### config.mk
export PLATFORM = sky130hd
export DESIGN_NAME = io_out_compressor
export DESIGN_NICKNAME = d
export VERILOG_FILES = /design/src/rtl/io_pkg.sv /design/src/rtl/io_token_packer.sv /design/src/rtl/io_out_compressor.sv
export SDC_FILE = /design/constraint.sdc
export NUM_CORES = 1
export LEC_CHECK = 0
export CORE_UTILIZATION = 47
export CTS_CLUSTER_DIAMETER = 40
export DETAILED_ROUTE_END_ITERATION = 7
export PLACE_DENSITY = 0.72
export REMOVE_ABC_BUFFERS = 1
export SLEW_MARGIN = 40
export SYNTH_ARGS = -nofsm -noshare
export SYNTH_HDL_FRONTEND = slang
export SYNTH_SLANG_ARGS = --single-unit
### constraint.sdc
create_clock -name clk -period 4.7 [get_ports clk]
set_input_delay 0.94 -clock clk [delete_from_list [all_inputs] [get_ports clk]]
set_output_delay 0.94 -clock clk [all_outputs]
set_load 0.02 [all_outputs]
### src/rtl/io_pkg.sv
// Shared definitions for the IO output path: token layout, pack geometry and
// the compressor state encoding.
package io_pkg;

    localparam int TOKEN_W        = 8;
    localparam int TOK_VAL_BIT    = 6;
    localparam int TOK_LEN_W      = 6;
    localparam int SLOTS          = 4;
    localparam int BUS_W          = SLOTS * TOKEN_W;
    localparam int X_BASE_DEFAULT = 20;

    localparam logic [TOKEN_W-1:0] NULL_TOKEN = 8'h00;

    typedef enum logic [2:0] {
        ST_IDLE,
        ST_FETCH,
        ST_WAIT,
        ST_SCAN,
        ST_FLUSH,
        ST_DRAIN,
        ST_DONE
    } state_t;

    typedef logic [SLOTS-1:0][TOKEN_W-1:0] pack_t;

    function automatic logic [TOKEN_W-1:0] make_token(input logic value,
                                                      input logic [TOK_LEN_W-1:0] len);
        logic [TOKEN_W-1:0] tok;
        tok                  = NULL_TOKEN;
        tok[TOK_VAL_BIT]     = value;
        tok[TOK_LEN_W-1:0]   = len;
        return tok;
    endfunction

endpackage

### src/rtl/io_token_packer.sv
// Collects RLE tokens four to a bus word and presents them on a valid/ready
// bus; back-pressure is reported upstream through stall.
module io_token_packer
    import io_pkg::*;
(
    input  logic             clk,
    input  logic             reset,
    input  logic             emit,
    input  logic [TOKEN_W-1:0] token,
    input  logic             last,
    input  logic             flush,
    input  logic             ready,
    output logic [BUS_W-1:0] data_out,
    output logic             valid,
    output logic             eob,
    output logic             stall
);

    pack_t      pack, pack_n;
    logic [1:0] slot, slot_n;
    logic       valid_n, eob_n;
    logic       handshake;

    assign handshake = valid && ready;
    assign stall     = valid && !ready;
    assign data_out  = pack;

    always_comb begin
        // NOTE: every signal gets a default before any branch so no latch is inferred.
        pack_n  = handshake ? '0 : pack;
        slot_n  = slot;
        valid_n = handshake ? 1'b0 : valid;
        eob_n   = handshake ? 1'b0 : eob;

        if (emit && !stall) begin
            // A full pack is always left at slot 0, so a write during a
            // handshake lands in the freshly cleared word.
            pack_n[slot] = token;
            slot_n       = slot + 2'd1;
            if (slot == 2'd3) begin
                valid_n = 1'b1;
                eob_n   = last;
            end
        end else if (flush && !valid && slot != 2'd0) begin
            for (int k = 0; k < SLOTS; k++) begin
                if (k >= int'(slot)) begin
                    pack_n[k] = NULL_TOKEN;
                end
            end
            slot_n  = 2'd0;
            valid_n = 1'b1;
            eob_n   = 1'b1;
        end
    end

    // NOTE: sequential state uses non-blocking assignments so every register
    // samples its pre-edge inputs regardless of statement order.
    always_ff @(posedge clk or posedge reset) begin
        if (reset) begin
            pack  <= '0;
            slot  <= 2'd0;
            valid <= 1'b0;
            eob   <= 1'b0;
        end else begin
            pack  <= pack_n;
            slot  <= slot_n;
            valid <= valid_n;
            eob   <= eob_n;
        end
    end

endmodule

### src/rtl/io_out_compressor.sv
// Output path: fetches result words from RAM, run-length encodes each word
// LSB first and streams the packed tokens to the CPU.
module io_out_compressor
    import io_pkg::*;
#(
    parameter int N      = 32,
    parameter int ADDR_W = 20,
    parameter int X_BASE = X_BASE_DEFAULT
) (
    input  logic              clk,
    input  logic              reset,
    input  logic              start,
    input  logic [ADDR_W-1:0] count,
    output logic              mem_rd,
    output logic [ADDR_W-1:0] mem_addr,
    input  logic [N-1:0]      mem_rdata,
    output logic [N-1:0]      data_out,
    output logic              valid,
    input  logic              ready,
    output logic              eob,
    output logic              busy,
    output logic              done
);

    localparam int BIT_W = $clog2(N);

    state_t                 state, state_n;
    logic [ADDR_W-1:0]      count_q, index_q;
    logic [N-1:0]           shreg;
    logic [BIT_W-1:0]       bit_idx;
    logic                   run_val;
    logic [TOK_LEN_W-1:0]   run_len;
    logic                   busy_q, done_q;

    logic                   emit, last, flush, stall;
    logic [TOKEN_W-1:0]     token;
    logic                   cur_bit, last_word, last_bit;

    assign cur_bit   = shreg[0];
    assign last_word = (index_q == count_q - ADDR_W'(1));
    assign last_bit  = (bit_idx == BIT_W'(N - 1));
    assign busy      = busy_q;
    assign done      = done_q;

    always_ff @(posedge clk or posedge reset) begin
        if (reset) begin
            state <= ST_IDLE;
        end else begin
            state <= state_n;
        end
    end

    always_comb begin
        state_n = state;
        case (state)
            ST_IDLE:  if (start) state_n = (count != '0) ? ST_FETCH : ST_DONE;
            ST_FETCH: state_n = ST_WAIT;
            ST_WAIT:  state_n = ST_SCAN;
            ST_SCAN:  if (!stall && last_bit) state_n = ST_FLUSH;
            ST_FLUSH: if (!stall) state_n = last_word ? ST_DRAIN : ST_FETCH;
            ST_DRAIN: if (valid && ready && eob) state_n = ST_DONE;
            ST_DONE:  state_n = ST_IDLE;
            default:  state_n = ST_IDLE;
        endcase
    end

    always_comb begin
        mem_rd   = 1'b0;
        mem_addr = '0;
        emit     = 1'b0;
        last     = 1'b0;
        flush    = 1'b0;
        token    = make_token(run_val, run_len);
        case (state)
            ST_FETCH: begin
                mem_rd   = 1'b1;
                mem_addr = ADDR_W'(X_BASE) + index_q;
            end
            ST_SCAN:  emit  = (bit_idx != '0) && (cur_bit != run_val);
            ST_FLUSH: begin
                emit = 1'b1;
                last = last_word;
            end
            ST_DRAIN: flush = 1'b1;
            default:  ;
        endcase
    end

    // Datapath registers: word index, shift register and the current run.
    always_ff @(posedge clk or posedge reset) begin
        if (reset) begin
            count_q <= '0;
            index_q <= '0;
            shreg   <= '0;
            bit_idx <= '0;
            run_val <= 1'b0;
            run_len <= '0;
            busy_q  <= 1'b0;
            done_q  <= 1'b0;
        end else begin
            done_q <= (state == ST_DONE);
            case (state)
                ST_IDLE: begin
                    if (start) begin
                        count_q <= count;
                        index_q <= '0;
                        busy_q  <= 1'b1;
                    end
                end
                ST_WAIT: begin
                    shreg   <= mem_rdata;
                    bit_idx <= '0;
                end
                ST_SCAN: begin
                    if (!stall) begin
                        shreg   <= shreg >> 1;
                        bit_idx <= bit_idx + BIT_W'(1);
                        if (bit_idx == '0 || cur_bit != run_val) begin
                            run_val <= cur_bit;
                            run_len <= TOK_LEN_W'(1);
                        end else begin
                            run_len <= run_len + TOK_LEN_W'(1);
                        end
                    end
                end
                ST_FLUSH: begin
                    if (!stall && !last_word) index_q <= index_q + ADDR_W'(1);
                end
                ST_DONE:  busy_q <= 1'b0;
                default:  ;
            endcase
        end
    end

    io_token_packer u_packer (
        .clk      (clk),
        .reset    (reset),
        .emit     (emit),
        .token    (token),
        .last     (last),
        .flush    (flush),
        .ready    (ready),
        .data_out (data_out),
        .valid    (valid),
        .eob      (eob),
        .stall    (stall)
    );

endmodule
==> results of run 1 <==
-- cell type report --
type / instances / area [µm²]
fill: 1165 / 5346
multi-input combinational: 552 / 3393
sequential: 125 / 3128
timing repair buffer: 120 / 1209
clock buffer: 19 / 452.9
tap: 180 / 225.2
clock inverter: 13 / 165.2
inverter: 17 / 68.82
-- synth_stat cells, drive strengths merged, types with 2 or more instances --
cell type  instances  area share
xor2              19       0.024
a41o               2      0.0029
nor3b              3      0.0033
and2               9      0.0083
nor4              15       0.019
o221ai             2      0.0026
clkbuf            48       0.026
nor2b              3      0.0028
a31o               5      0.0064
nand2b             6      0.0055
nand2            151       0.083
nand4             10      0.0092
inv               17      0.0094
buf                8      0.0081
or4b               2      0.0035
a21o               2      0.0022
and3              12       0.011
o21a               3      0.0033
or3                7      0.0064
nand3             12      0.0088
nor3              14       0.011
ha                11       0.020
or3b               2      0.0026
o21ai             59       0.043
a22o              21       0.027
xnor2             35       0.045
o211ai             2      0.0022
dfrtp            125        0.46
mux2i             36       0.053
o31ai              4      0.0044
a31oi              5      0.0046
a21oi             22       0.017
or4                7      0.0083
o311ai             2      0.0026
nor2              51       0.028
nor4b              5      0.0074
-- power groups by stage --
stage                     clock [mW]  sequential, mW  combinational, mW
after floorplan                    0            1.76               1.26
after global placement             0            1.79               1.78
after detailed placement           0            1.81               1.90
after CTS                       1.37            1.80               1.92
after global routing            1.42            1.85               2.13
final                           1.36            1.80               1.90
-- kinds of logic (layout without fill, tap and decap cells) --
kind of cell / Yosys count / after routing / synth area share
multiplexers: 37 / 37 / 0.05461
XOR/XNOR: 54 / 54 / 0.06950
adder cells (fa/ha/maj): 11 / 11 / 0.02022
buffers and inverters: 73 / 169 / 0.04394
flip-flops: 125 / 125 / 0.4596
AND/OR/NAND/NOR: 314 / 314 / 0.2249
AO/OA/AOI/OAI: 136 / 136 / 0.1272
-- final timing paths --
| kind | end | slack, ns | cells past startpoint |
|---|---|---|---|
| setup / recovery | mem_addr[13] | 0.86 | 7 |
| hold reg to reg | shreg[25]$_DFFE_PP0P_ | 0.48 | 2 |
| max in group asynchronous | u_packer.data_out[25]$_DFF_PP0_ | 2.84 | 3 |
| hold / removal | shreg[25]$_DFFE_PP0P_ | 0.48 | 2 |
| setup reg to reg | index_q[0]$_DFFE_PP0P_ | 0.93 | 10 |
| min in group asynchronous | shreg[23]$_DFFE_PP0P_ | 1.03 | 2 |
-- per-layer routing --
| metal | vias up | wire length (µm) | track usage |
|---|---|---|---|
| met1 | 2755 | 7492 | 0.3105 |
| met2 | 171 | 7939 | 0.3694 |
| met3 | 38 | 977 | 0.05623 |
| met4 | 0 | 364 | 0.1021 |
| li1 | 2749 | - | - |
| met5 | - | 0 | 0 |
-- sequential cells by signal (all words and copies together), names as in the netlist, 2 cells and up --
register           count
u_packer.slot          2
shreg                 32
state                  3
run_len                6
index_q               20
u_packer.data_out     32
bit_idx                5
count_q               20
-- through the flow --
step	cell area, µm²	power (mW)	util	hold slack, ns
after floorplan	6570	3.017	-	0.4492
after global placement	7976	3.567	0.5702	0.4610
after detailed placement	8024	3.710	0.5736	0.4735
after CTS	8642	5.088	0.6178	0.4880
after global routing	8642	5.405	0.6178	0.5073
final	8642	5.062	0.6178	0.4818
-- worst max-delay path, delay by kind of cell, from the launching register on --
| family | cells | cell delay, ns |
|---|---|---|
| XOR/XNOR | 1 | 0.16 |
| flip-flops | 1 | 0.51 |
| buffers and inverters | 1 | 0.62 |
| AND/OR/NAND/NOR | 5 | 1.20 |
==> metrics.csv, run 1 <==
stage,metric,value,unit
logic_synthesis,Synth Register Bits,125,
final_layout,Antenna Cells,0,
setup_path,max incr delay on CP,0.62,ns
clock_tree,cells resized by post-CTS repair,0,
final_layout,share of layout cells above drive strength 1,0.07092,
setup_path,"critical path, cell by cell",and3_1 > nand4_1 > nor2_1 > nand3_1 > xor2_1 > nor2_1 > clkdlybuf4s50_1,
grt,first-pass GRT wire length,27600,µm
clock_tree,hold buffers post-CTS,0,
route,routed len/inst,16.35,µm
final_layout,Non-Filler Instances,1026,
sta,# setup viols final,0,
route,# DRC,0,
logic_synthesis,register area share after synthesis,0.4596,
final_layout,"commonest non-fill, non-tap cells in the layout","nand2_1 (151), dfrtp_1 (125), clkdlybuf4s50_1 (112)",
floorplanning,Rows,43,
pwr,VDD IR max,0.3828,mV
pwr,Cell Int Power,3.099,mW
logic_synthesis,Main synth FF type,dfrtp_1,
grt,initial antenna violation count,0,
sta,Fin Setup TNS,0,ns
floorplanning,Core Area,13990,µm²
grt,vias in the first global route,5618,
sta,Slew HR,0.4739,
route,detailed-route via count,5713,
setup_path,crit path from,index_q[5]$_DFFE_PP0P_,
pwr,Seq pwr share,0.356,
sta,RSZ-0062 raised after global routing,no,
worst_hold_path,Hold Path Class,flop to flop,
logic_synthesis,Syn Inst Count,750,
grt,GRT Residual Overflow,0,
clock_tree,clock root cell,clkbuf_16,
sta,Fin. Hold Viols,0,
setup_path,startpoint class of the critical path,flop,
logic_synthesis,Post-synth EDFFs,0,
route,Initial DRC Count,329,
clock_tree,clock slew at the register clock pins of the worst setup and hold paths,0.06,ns
setup_path,Crit. End Element,primary output,
pwr,sw power,1.963,mW
logic_synthesis,Synth Warn #,0,
sta,min Tclk post-route,3.843,ns
worst_hold_path,Hold Crit Start,shreg[25]$_DFFE_PP0P_,
sta,Final Max Tran Viols,0,
flow_run,# Max-Cap Violations,0,
logic_synthesis,Avg Inst Size Synth,9.074,µm²
floorplanning,Die W,122.3,µm
clock_tree,H-tree depth,4,
setup_path,CP most frequent cell,nor2_1,
pwr,clock power share,0.268,
pwr,Pwr Density,585.7,nW/µm²
placed_design,port bufs,112,
clock_tree,CTS sink cnt,125,
setup_path,critical path arrival,2.90,ns
final_layout,Nets,900,
logic_synthesis,cell area after synthesis,6805,µm²
route,DR pass1 iterations,4,
pwr,fraction of power spent switching nets,0.3878,
sta,final worst-path cycle share,0.8178,
clock_tree,TritonCTS buffer count,17,
sta,worst setup margin,0.8565,ns
logic_synthesis,Post-synth ARST share,1.000,
sta,Clock Skew,0.006532,ns
pwr,leakage power,3.783,nW
floorplanning,die height,122.3,µm
clock_tree,setup bufs post-CTS,0,
sta,fmax,260.2,MHz
setup_path,Worst Path Required,3.76,ns
route,WL final,16770,µm
route,vias per cell,5.568,
clock_tree,Max Buffers Root-to-Sink,2,
setup_path,RR Startpoint,count_q[0]$_DFFE_PP0P_,
floorplanning,Ports,113,
setup_path,critical path's slowest cell,clkdlybuf4s50_1,
placed_design,GPL Wtd Cong,0.8691,
final_layout,"most common cell after layout, fill and taps aside",nand2_1,
floorplanning,die area,14960,µm²
clock_tree,Worst-Skew Late Latency,0.42,ns
final_layout,Area growth syn-to-layout,26.99,%
setup_path,worst-path fanout max,9,
logic_synthesis,synth unique cells,61,
outcome,status,"finished, final reports clean",
floorplanning,Initial Utilization,0.4865,
pwr,combinational share of power,0.376,
route,DRT antenna net count,0,
grt,pin count of the biggest net entering global routing,79,
grt,GRT Total Usage,0.2356,
sta,worst-margin pin slew,0.7833,ns
placed_design,Post-Place Setup Slack,0.9881,ns
placed_design,post-DP HPWL,11710,µm
placed_design,dpl cells,994,
clock_tree,CTS tree,built,
setup_path,kind of critical path,flop to primary output,
Power figures use the tool's default switching activity.
==> inputs of run 2 (changes only) <==
Clock period 4.7 ns to 3.8 ns, I/O delays scaled along.
==> metrics.csv, run 2 (same netlist as run 1, synthesis figures left out) <==
stage,metric,value,unit
setup_path,worst-path fanout max,18,
clock_tree,CTS sink cnt,125,
sta,fmax,279.4,MHz
sta,worst setup margin,0.2209,ns
sta,final worst-path cycle share,0.9419,
setup_path,RR Endpoint,index_q[9]$_DFFE_PP0P_,
grt,initial antenna violation count,0,
sta,# setup viols final,0,
route,routed len/inst,17.09,µm
clock_tree,setup bufs post-CTS,0,
final_layout,Fillers,1157,
floorplanning,Core Area,13990,µm²
placed_design,port bufs,112,
outcome,status,"finished, final reports clean",
grt,GRT Residual Overflow,0,
setup_path,R2R Setup Slk,0.29,ns
clock_tree,TritonCTS buffer count,17,
setup_path,Worst Path Required,3.04,ns
floorplanning,die area,14960,µm²
worst_hold_path,Hold Crit Start,shreg[22]$_DFFE_PP0P_,
route,WL final,17670,µm
route,DRT antenna net count,0,
clock_tree,clock slew at the register clock pins of the worst setup and hold paths,0.06,ns
setup_path,Crit. End Element,primary output,
final_layout,Nets,908,
grt,vias in the first global route,5799,
setup_path,crit path from,state[0]$_DFFE_PP0P_,
sta,Fin. Hold Viols,0,
sta,Clock Skew,0.01356,ns
setup_path,critical path arrival,2.82,ns
grt,GRT Total Usage,0.2487,
sta,min Tclk post-route,3.579,ns
final_layout,share of layout cells above drive strength 1,0.07611,
final_layout,Seq. cell area,3128,µm²
setup_path,kind of critical path,flop to primary output,
route,detailed-route via count,5882,
floorplanning,Initial Utilization,0.4865,
pwr,leakage power,3.812,nW
sta,Slew HR,0.4264,
setup_path,startpoint class of the critical path,flop,
clock_tree,clock root cell,clkbuf_16,
grt,first-pass GRT wire length,28780,µm
grt,pin count of the biggest net entering global routing,65,
route,DR pass1 iterations,5,
clock_tree,H-tree depth,4,
final_layout,"commonest non-fill, non-tap cells in the layout","nand2_1 (151), dfrtp_1 (125), clkdlybuf4s50_1 (112)",
final_layout,Area growth syn-to-layout,27.43,%
floorplanning,die height,122.3,µm
worst_hold_path,Hold Path Class,flop to flop,
final_layout,Antenna Cells,0,
route,vias per cell,5.689,
sta,Final Max Tran Viols,0,
floorplanning,Rows,43,
floorplanning,Ports,113,
route,Initial DRC Count,493,
flow_run,# Max-Cap Violations,0,
setup_path,RR Startpoint,count_q[0]$_DFFE_PP0P_,
pwr,VDD IR max,0.4211,mV
placed_design,GPL Wtd Cong,0.8736,
sta,worst-margin pin slew,0.8525,ns
floorplanning,Die W,122.3,µm
clock_tree,Max Buffers Root-to-Sink,2,
route,# DRC,0,
clock_tree,CTS tree,built,
sta,RSZ-0062 raised after global routing,no,
final_layout,multi-input logic area,3407,µm²
setup_path,Worst Setup EP,mem_addr[7],
placed_design,post-DP HPWL,12290,µm
placed_design,Post-Place Setup Slack,0.3532,ns
sta,hold slack,0.4784,ns
clock_tree,hold buffers post-CTS,0,
final_layout,"most common cell after layout, fill and taps aside",nand2_1,
pwr,Pwr Density,719.0,nW/µm²
setup_path,cells on worst reg2reg path,12,
clock_tree,Worst-Skew Late Latency,0.43,ns
==> run 2: worst min-delay path by stage <==
| stage | endpoint | cells past startpoint |
|---|---|---|
| floorplan | shreg[17]$_DFFE_PP0P_ | 2 |
| global placement | shreg[1]$_DFFE_PP0P_ | 2 |
| detailed placement | u_packer.data_out[31]$_DFF_PP0_ | 1 |
| CTS | shreg[22]$_DFFE_PP0P_ | 2 |
| global route | shreg[22]$_DFFE_PP0P_ | 2 |
| finish | shreg[22]$_DFFE_PP0P_ | 2 |
==> run 2: routing by layer <==
| layer | track usage | wire (µm) |
|---|---|---|
| met5 | 0 | 0 |
| met1 | 0.3158 | 7686 |
| met3 | 0.06413 | 1028 |
| met4 | 0.09070 | 344 |
| met2 | 0.4084 | 8609 |
==> run 2: worst max-delay path: stages (launching register included) <==
cell and delay, ns:
dfrtp_1 0.58, nor2b_1 0.26, nand2b_1 0.46, a21oi_1 0.43, clkdlybuf4s50_1 0.67
==> run 2: report_power, final <==
part	total, mW	leakage, nW	switching [mW]	internal, mW
sequential	2.23	1.64	0.488	1.75
clock	1.66	0.290	0.594	1.06
combinational	2.34	1.88	1.36	0.984
total	6.24	3.81	2.44	3.79
==> run 2: cell type report <==
cell class	count	area share
Multi-Input combinational cell	552	0.3929
Clock inverter	10	0.01587
Inverter	17	0.007935
Sequential cell	125	0.3607
Tap cell	180	0.02597
Timing Repair Buffer	128	0.1431
Clock buffer	22	0.05353
==> run 2: metrics by stage <==
stage	std cells	cell area, µm²	util	TNS (ns)	power, mW
floorplan	694	6570	-	-37.74	3.732
CTS	1034	8655	0.6187	0	6.254
detailed placement	1002	8053	0.5757	0	4.562
finish	1034	8672	0.6199	0	6.235
global placement	1002	8051	0.5756	0	4.448
global route	1034	8672	0.6199	0	6.645
==> run 2: timing repair <==
item,CTS,global route
gates resized for setup,0,2
setup endpoints to repair,0,3
hold endpoints to repair,0,0
